==> config.mk <==
export PLATFORM = sky130hd
export DESIGN_NAME = imm_encode_pipe
export DESIGN_NICKNAME = d
export VERILOG_FILES = /design/src/rtl/imm_encode_pipe_pkg.sv /design/src/rtl/imm_merge.sv /design/src/rtl/imm_encode_pipe.sv
export SDC_FILE = /design/constraint.sdc
export NUM_CORES = 1
export LEC_CHECK = 0
export CORE_ASPECT_RATIO = 2
export CORE_MARGIN = 2
export CORE_UTILIZATION = 35
export DETAILED_ROUTE_END_ITERATION = 10
export PLACE_DENSITY = 0.67
export SLEW_MARGIN = 40
export SYNTH_ARGS = -nofsm -noshare
export SYNTH_HDL_FRONTEND = slang
export SYNTH_SLANG_ARGS = --single-unit
==> constraint.sdc <==
create_clock -name CLK -period 1.54 [get_ports CLK]
set_input_delay 0.231 -clock CLK [delete_from_list [all_inputs] [get_ports CLK]]
set_output_delay 0.231 -clock CLK [all_outputs]
set_load 0.02 [all_outputs]
==> src/rtl/imm_encode_pipe_pkg.sv <==
// Shared definitions for the immediate encoder pipeline.
// Holds the format-select encoding (shared with the decode-stage extender),
// the base opcodes the loader and stimulus generator build on, and the S1
// request payload.
package imm_encode_pipe_pkg;

    localparam int unsigned XLEN  = 32;
    localparam int unsigned SEL_W = 3;

    // Format select; must stay identical to the decode-stage extender.
    localparam logic [SEL_W-1:0] U_TYPE = 3'b000;
    localparam logic [SEL_W-1:0] J_TYPE = 3'b001;
    localparam logic [SEL_W-1:0] I_TYPE = 3'b010;
    localparam logic [SEL_W-1:0] B_TYPE = 3'b011;
    localparam logic [SEL_W-1:0] S_TYPE = 3'b100;
    localparam logic [SEL_W-1:0] SHAMT  = 3'b101;

    // RV32 major opcodes.
    localparam logic [6:0] OP_LUI    = 7'b0110111;
    localparam logic [6:0] OP_JAL    = 7'b1101111;
    localparam logic [6:0] OP_IMM    = 7'b0010011;
    localparam logic [6:0] OP_BRANCH = 7'b1100011;
    localparam logic [6:0] OP_STORE  = 7'b0100011;

    // Request captured by stage 1.
    typedef struct packed {
        logic [XLEN-1:0]  base_inst;
        logic [XLEN-1:0]  imm;
        logic [SEL_W-1:0] imm_sel;
    } enc_req_t;

endpackage

==> src/rtl/imm_merge.sv <==
// Combinational immediate merge: scatters imm into the immediate field of
// base_inst for the selected format and flags immediates that do not fit.
// Ports: base_inst, imm, imm_sel in; inst (merged word), err (range/sel error) out.
module imm_merge
    import imm_encode_pipe_pkg::*;
(
    input  logic [XLEN-1:0]  base_inst,
    input  logic [XLEN-1:0]  imm,
    input  logic [SEL_W-1:0] imm_sel,
    output logic [XLEN-1:0]  inst,
    output logic             err
);

    // Error tests are pure equality/zero checks on the full 32-bit imm.
    always_comb begin
        inst = base_inst;
        err  = 1'b0;
        case (imm_sel)
            U_TYPE: begin
                inst[31:12] = imm[31:12];
                err         = (imm[11:0] != 12'd0);
            end
            J_TYPE: begin
                inst[31]    = imm[20];
                inst[30:21] = imm[10:1];
                inst[20]    = imm[11];
                inst[19:12] = imm[19:12];
                err         = imm[0] || (imm[31:20] != {12{imm[20]}});
            end
            I_TYPE: begin
                inst[31:20] = imm[11:0];
                err         = (imm[31:11] != {21{imm[11]}});
            end
            B_TYPE: begin
                inst[31]    = imm[12];
                inst[30:25] = imm[10:5];
                inst[11:8]  = imm[4:1];
                inst[7]     = imm[11];
                err         = imm[0] || (imm[31:12] != {20{imm[12]}});
            end
            S_TYPE: begin
                inst[31:25] = imm[11:5];
                inst[11:7]  = imm[4:0];
                err         = (imm[31:11] != {21{imm[11]}});
            end
            SHAMT: begin
                // funct7 in [31:25] stays from base_inst so srai survives.
                inst[24:20] = imm[4:0];
                err         = (imm[31:5] != 27'd0);
            end
            default: begin
                err = 1'b1;
            end
        endcase
    end

endmodule

==> src/rtl/imm_encode_pipe.sv <==
// Two-stage pipelined RISC-V immediate encoder with valid/ready on both sides.
// S1 captures the request; S2 registers the merged word and its error flag.
// Ports: CLK, RESETN (async active-low); in_valid/in_ready, imm_sel, imm,
// base_inst (request side); out_valid/out_ready, out_inst, out_err (result
// side); enc_count, err_count saturating transfer statistics.
module imm_encode_pipe
    import imm_encode_pipe_pkg::*;
#(
    parameter int unsigned CNT_W = 16
) (
    input  logic             CLK,
    input  logic             RESETN,
    input  logic             in_valid,
    output logic             in_ready,
    input  logic [SEL_W-1:0] imm_sel,
    input  logic [XLEN-1:0]  imm,
    input  logic [XLEN-1:0]  base_inst,
    output logic             out_valid,
    input  logic             out_ready,
    output logic [XLEN-1:0]  out_inst,
    output logic             out_err,
    output logic [CNT_W-1:0] enc_count,
    output logic [CNT_W-1:0] err_count
);

    enc_req_t        s1_req;
    logic            s1_valid;
    logic            s2_load;
    logic            in_xfer;
    logic            out_xfer;
    logic [XLEN-1:0] m_inst;
    logic            m_err;

    // out_valid is the S2 valid bit; S2 advances when empty or draining.
    assign s2_load  = s1_valid && (!out_valid || out_ready);
    assign in_ready = !s1_valid || s2_load;
    assign in_xfer  = in_valid && in_ready;
    assign out_xfer = out_valid && out_ready;

    imm_merge u_merge (
        .base_inst (s1_req.base_inst),
        .imm       (s1_req.imm),
        .imm_sel   (s1_req.imm_sel),
        .inst      (m_inst),
        .err       (m_err)
    );

    // Stage 1: request capture.
    always_ff @(posedge CLK or negedge RESETN) begin
        if (!RESETN) begin
            s1_valid <= 1'b0;
            s1_req   <= '0;
        end else if (in_xfer) begin
            s1_valid <= 1'b1;
            s1_req   <= '{base_inst: base_inst, imm: imm, imm_sel: imm_sel};
        end else if (s2_load) begin
            s1_valid <= 1'b0;
        end
    end

    // Stage 2: merged result, held while stalled.
    always_ff @(posedge CLK or negedge RESETN) begin
        if (!RESETN) begin
            out_valid <= 1'b0;
            out_inst  <= '0;
            out_err   <= 1'b0;
        end else if (s2_load) begin
            out_valid <= 1'b1;
            out_inst  <= m_inst;
            out_err   <= m_err;
        end else if (out_ready) begin
            out_valid <= 1'b0;
        end
    end

    // Saturating statistics on output transfers.
    always_ff @(posedge CLK or negedge RESETN) begin
        if (!RESETN) begin
            enc_count <= '0;
            err_count <= '0;
        end else if (out_xfer) begin
            if (enc_count != '1) begin
                enc_count <= enc_count + CNT_W'(1);
            end
            if (out_err && (err_count != '1)) begin
                err_count <= err_count + CNT_W'(1);
            end
        end
    end

endmodule

-- Word level (Yosys, flattened, before mapping)
Cells that the tools add are included.
- register bits after elaboration: 134
- bits of input ports: 71
- output and inout port bits: 67
- $add $sub $neg: 2
- equality and inequality tests: 10
- mux-type cells: 9
- reductions and logical operators: 20
- operators by type and width (operator ; count):
    adder 16 x 1 -> 16 bit (second input constant) ; 2
    inequality test 16 bit (second input constant) ; 2
    case mux 7 bit (4 select lines) ; 1
    nonzero test 27 bit ; 1
    inequality test 20 bit ; 1
    inequality test 19 bit ; 1
    case mux 5 bit (3 select lines) ; 1
    nonzero test 12 bit ; 1
    inequality test 11 bit ; 1
    case mux 5 bit (2 select lines) ; 1
    2-to-1 mux 8 bit ; 1
    == test 3 x 2 -> 1 bit (second input constant) ; 2
    == test 3 bit (second input constant) ; 2
    OR reduction 2 bit ; 3
    case mux 1 bit (5 select lines) ; 1
    logical AND 1 bit ; 4
    logical OR 1 bit ; 4
    2-to-1 mux 1 bit ; 4
    AND reduction 2 bit ; 2
    nonzero test 2 bit ; 2
    == test 3 x 1 -> 1 bit (second input constant) ; 1
    zero test 3 bit ; 1
    zero test 1 bit ; 2

-- Longest topological paths before layout
- depth after elaboration: 6
- mapped depth: 7
- mapped depth without buffers: 6

-- By module
Synthesis repeated with hierarchy kept, for this count alone.
- cell total of the unflattened synthesis: 525
- area total of the unflattened synthesis: 6458.7 µm²
- modules (own cells, without submodules) (module ; instances ; cells each ; area each (µm²) ; sequential area each (µm²)):
    imm_encode_pipe ; 1 ; 362 ; 5376.4 ; 3353.2
    imm_merge ; 1 ; 163 ; 1082.3 ; 0.0

-- Worst setup path before layout
Ideal clock, no wire load.
- kind: reg2reg
- start point: reg out_valid
- end point: reg s1_req[0] (netlist name)
- arrival: 1751 ps
- required time: 1415 ps
- setup slack: -335 ps
- stages on the path, launching flop included: 6
- period minus slack after synthesis: 1875 ps
- path through: dfrtp_1 -> nand3b_1 -> nand2_1 -> buf_2 -> buf_2 -> mux2_2
- longest elaborated chain between the ends: 5
- ends and longest elaborated chain (element ; RTL line ; source):
    from (decl) ; imm_encode_pipe.sv:18 ; output logic out_valid,
    from (signal assigned) ; imm_encode_pipe.sv:64 ; out_valid <= 1'b0;
    from (signal assigned) ; imm_encode_pipe.sv:68 ; out_valid <= 1'b1;
    from (signal assigned) ; imm_encode_pipe.sv:72 ; out_valid <= 1'b0;
    zero test 1 bit ; imm_encode_pipe.sv:35 ; assign s2_load = s1_valid && (!out_valid || out_ready);
    logical OR 1 bit ; imm_encode_pipe.sv:35 ;
    logical AND 1 bit ; imm_encode_pipe.sv:35 ;
    logical OR 1 bit ; imm_encode_pipe.sv:36 ; assign in_ready = !s1_valid || s2_load;
    net in_ready ; imm_encode_pipe.sv:14 ; output logic in_ready,
    logical AND 1 bit ; imm_encode_pipe.sv:37 ; assign in_xfer = in_valid && in_ready;
    to (signal assigned) ; imm_encode_pipe.sv:55 ; s1_req <= '{base_inst: base_inst, imm: imm, imm_sel: imm_sel};
    to (decl) ; imm_encode_pipe.sv:26 ; enc_req_t s1_req;
The timed path passes the listed nets, and every way through them passes these cells.
A chain may end at the register's enable or synchronous reset.

-- Worst setup path in the final report
- start point: reg s1_req[12] (netlist name)
- end point: reg out_err
- longest elaborated chain between the ends: 2
- ends and longest elaborated chain (element ; RTL line ; source):
    nonzero test 27 bit / nonzero test 12 bit (equally long branches) ; imm_merge.sv:49, imm_merge.sv:21 ;
    case mux 1 bit (5 select lines) * ; imm_merge.sv:18 ; case (imm_sel)
    to (signal assigned) ; imm_encode_pipe.sv:70 ; out_err <= m_err;
    to (decl) ; imm_encode_pipe.sv:21 ; output logic out_err,
Every way passes the cells marked *; elsewhere a longest branch is shown, timed or not.

==> impl_metrics.env <==
export IMPL_status="finished, violations left"
export IMPL_violations="negative setup slack"
export IMPL_finalWorstSetupSlack_ns=-0.1904
export IMPL_rsz0062_at_grt="true"
export IMPL_period_share=1.124
export IMPL_drv_cap=0
export IMPL_drtIter0Drc=202
export IMPL_slew_violations=0
export IMPL_first_pass_iters=4
export IMPL_cts_buffers=17
export IMPL_swShare=0.3114
export IMPL_path_clk_slew_ns=0.06
export IMPL_die_area_sq_um=18670
export IMPL_dp_hpwl_mm=12.25
export IMPL_seq_area_sq_um=3386
export IMPL_yosys_warnings=0
export IMPL_drive_above_1_share=0.3672
export IMPL_skew_ns=0.005169
export IMPL_peakVddDrop_v=0.0008094
export IMPL_ctsRootBufferMaster="clkbuf_16"
export IMPL_antenna_found_initial=1
export IMPL_p_leak_nw=4.203
export IMPL_r2r_start="s1_req[12]"
export IMPL_r2r_cells=6
export IMPL_worst_slew_pin_slew_ns=0.3066
export IMPL_clockBufferDepth=2
export IMPL_drc=0
export IMPL_cts_htree_levels=4
export IMPL_area_growth_syn_to_layout_pct=52.95
export IMPL_fillers=1484
export IMPL_grt_max_degree=45
export IMPL_synth_avg_cell_area_sq_um=11.39
export IMPL_final_common_cell="dfrtp_1"
export IMPL_ys_ff_latch=134
export IMPL_ff2ff_setup_slack_ns=-0.19
export IMPL_path_max_fanout=2
export IMPL_power_share_clock=0.329
export IMPL_crit_path_start_kind="register"
export IMPL_hold_ws_ns=0.2572
export IMPL_timing_fmax_mhz=577.9
export IMPL_arrival_ns=2.03
export IMPL_r2r_end="out_err"
export IMPL_cp_required_ns=1.84
export IMPL_syn_area_sq_um=6137
export IMPL_setup_violations=5
export IMPL_grt_pass1_wl_mm=26.50
export IMPL_fin_crit_ns=1.730
export IMPL_vias=5095
export IMPL_final_hold_violation_count=0
export IMPL_final_cell_mix="dfrtp_1, buf_4, mux2_2, nand2_1, clkdlybuf4s50_1"
export IMPL_groute_usage_overall=0.1794
export IMPL_ys_seq_area_frac=0.5464
export IMPL_die_w_microns=97.64
export IMPL_via_per_inst=5.105
export IMPL_drt_total_wl_mm=16.68
export IMPL_setup_worst_path_end_class="register"
export IMPL_clock_latency_ns=0.41
export IMPL_ys_types=48
export IMPL_grt_ovfl_total=0
export IMPL_multi_input_area_sq_um=2883
export IMPL_core_area_sq_um=17190
export IMPL_fin_nets=848
export IMPL_drt_wirelength_per_cell_microns=16.71
export IMPL_io_buffers=137
export IMPL_path_cells="nor4_4 -> buf_4 -> nand4b_1 -> nor3_2 -> o211ai_1 -> o32a_1"
export IMPL_start_util=0.3571
export IMPL_num_rows=68
export IMPL_cp_slowest_cell="dfrtp_1"
export IMPL_finalSetupTns_ns=-0.3253
export IMPL_min_path_type="in2async"
export IMPL_relSlewSlack=0.7940
export IMPL_seqPwrFrac=0.372
export IMPL_io_pins=138
export IMPL_max_stage_delay_ns=0.41
export IMPL_routabilityCongestion=0.8458
export IMPL_synth_cells=539
export IMPL_intPower_mw=8.733
export IMPL_final_antenna_net_count=0
export IMPL_synth_nets=613
export IMPL_cts_tree="yes"
export IMPL_cts_sinks=134
export IMPL_die_h_microns=191.3
export IMPL_path_class="reg2reg"
export IMPL_power_density_nw_per_um2=1351
export IMPL_grt_pass1_vias=5335
export IMPL_power_switching_mw=3.950
export IMPL_combPwrFrac=0.299
## sequential cells by signal, summed over array words and instances, names as in the netlist
register,flops
enc_count,16
err_count,16
out_err,1
out_inst,32
out_valid,1
s1_req,67
s1_valid,1
## power groups by stage
| stage | clock network (mW) | registers (mW) | logic, mW |
|---|---|---|---|
| after global placement | 0 | 4.71 | 3.90 |
| final | 4.17 | 4.72 | 3.80 |
| after floorplan | 0 | 5.25 | 1.36 |
| after global routing | 4.42 | 4.80 | 4.11 |
| after detailed placement | 0 | 4.75 | 3.98 |
| after CTS | 4.26 | 4.70 | 3.78 |
## per-stage QoR
stage / area [sq um] / power, mW / std cells / utilization / worst slack [ns]
5_1_grt: 9387 / 13.33 / 998 / 0.5462 / -0.3150
3_5_place_dp: 8566 / 8.732 / 953 / 0.4984 / -0.3326
6_report: 9387 / 12.68 / 998 / 0.5462 / -0.1904
2_1_floorplan: 6260 / 6.609 / 539 / - / -0.06513
4_1_cts: 9221 / 12.74 / 990 / 0.5365 / -0.1818
3_3_place_gp: 8566 / 8.603 / 953 / 0.4984 / -0.3048
## cell usage after synthesis (all sizes together)
library cell	n	area [sq um]
buf	13	63.81
o22ai	4	25.02
nand3b	2	15.01
and4	6	53.80
inv	10	37.54
and3	2	12.51
mux2	77	870.8
xnor2	20	175.2
or3	1	6.260
o31ai	1	21.27
nand4b	1	8.760
nor4b	1	8.760
a21o	4	30.03
nor3	10	50.05
nand4	12	87.58
nand2	78	292.8
nor3b	1	7.510
nand2b	4	25.02
o221ai	2	17.52
dfrtp	134	3353
a31oi	6	43.79
o21a	2	15.01
o211ai	3	22.52
nand3	17	85.08
a211oi	4	30.03
nor4	11	83.83
o32a	1	10.01
a2111oi	1	27.53
a21oi	8	40.04
and4bb	1	16.27
mux2i	14	140.1
nor2b	1	6.260
ha	3	37.54
a22oi	1	7.510
o21ai	32	160.2
xor2	9	78.83
and2	1	6.260
clkbuf	12	45.04
or2	2	15.02
nor2	27	103.9
## cell families (layout without fill, tap and decap cells)
| family | Yosys count | in the layout | synth area share |
|---|---|---|---|
| adders and majority gates | 3 | 3 | 0.006117 |
| AOI/OAI and AO/OA | 69 | 69 | 0.07339 |
| and+or+nand+nor | 178 | 178 | 0.1441 |
| DFF | 134 | 134 | 0.5464 |
| buffers and inverters | 35 | 283 | 0.02385 |
| other | 0 | 1 | 0 |
| xor gates and xnor gates | 29 | 29 | 0.04139 |
| muxes | 91 | 91 | 0.1647 |
## repair_timing
item                                    4_1_cts  5_1_grt
gates cloned                                  0        1
resized for setup                            92       42
hold endpoints to repair                     55        0
buffers inserted                              4        6
hold buffers                                  1        0
pin swaps                                    10       16
endpoints found under the setup margin       84       58
## layer usage
layer,part of all wire,vias to the layer above,routed length [microns],track usage
li1,-,2373,-,-
met1,0.36,2509,6077,0.1836
met2,0.56,170,9292,0.3379
met3,0.040,43,663,0.03473
met4,0.039,0,646,0.09669
met5,0,-,0,0
## worst max-delay path by stage
stage / start / to / slack, ns
floorplan: out_valid / s1_req[0] / -0.07
detailed placement: out_ready / err_count[15] / -0.33
finish: s1_req[12] / out_err / -0.19
CTS: s1_req[9] / out_err / -0.18
global placement: out_ready / err_count[15] / -0.30
global route: s1_req[29] / out_err / -0.32
## final cells by class
class,count,share of cell area
Sequential cell,134,0.3607
Antenna cell,1,0.0002666
Multi-Input combinational cell,370,0.3071
Tap cell,210,0.02799
Timing Repair Buffer,241,0.2350
Inverter,10,0.003999
Clock buffer,20,0.04865
Clock inverter,12,0.01626
## critical path, delay by kind of cell (launching register included)
kind,cells,cell delay [ns]
flops,1,0.41
buf+inv,1,0.17
compound gates,2,0.43
simple gates,3,0.59
(Power assumes the default switching activity.)
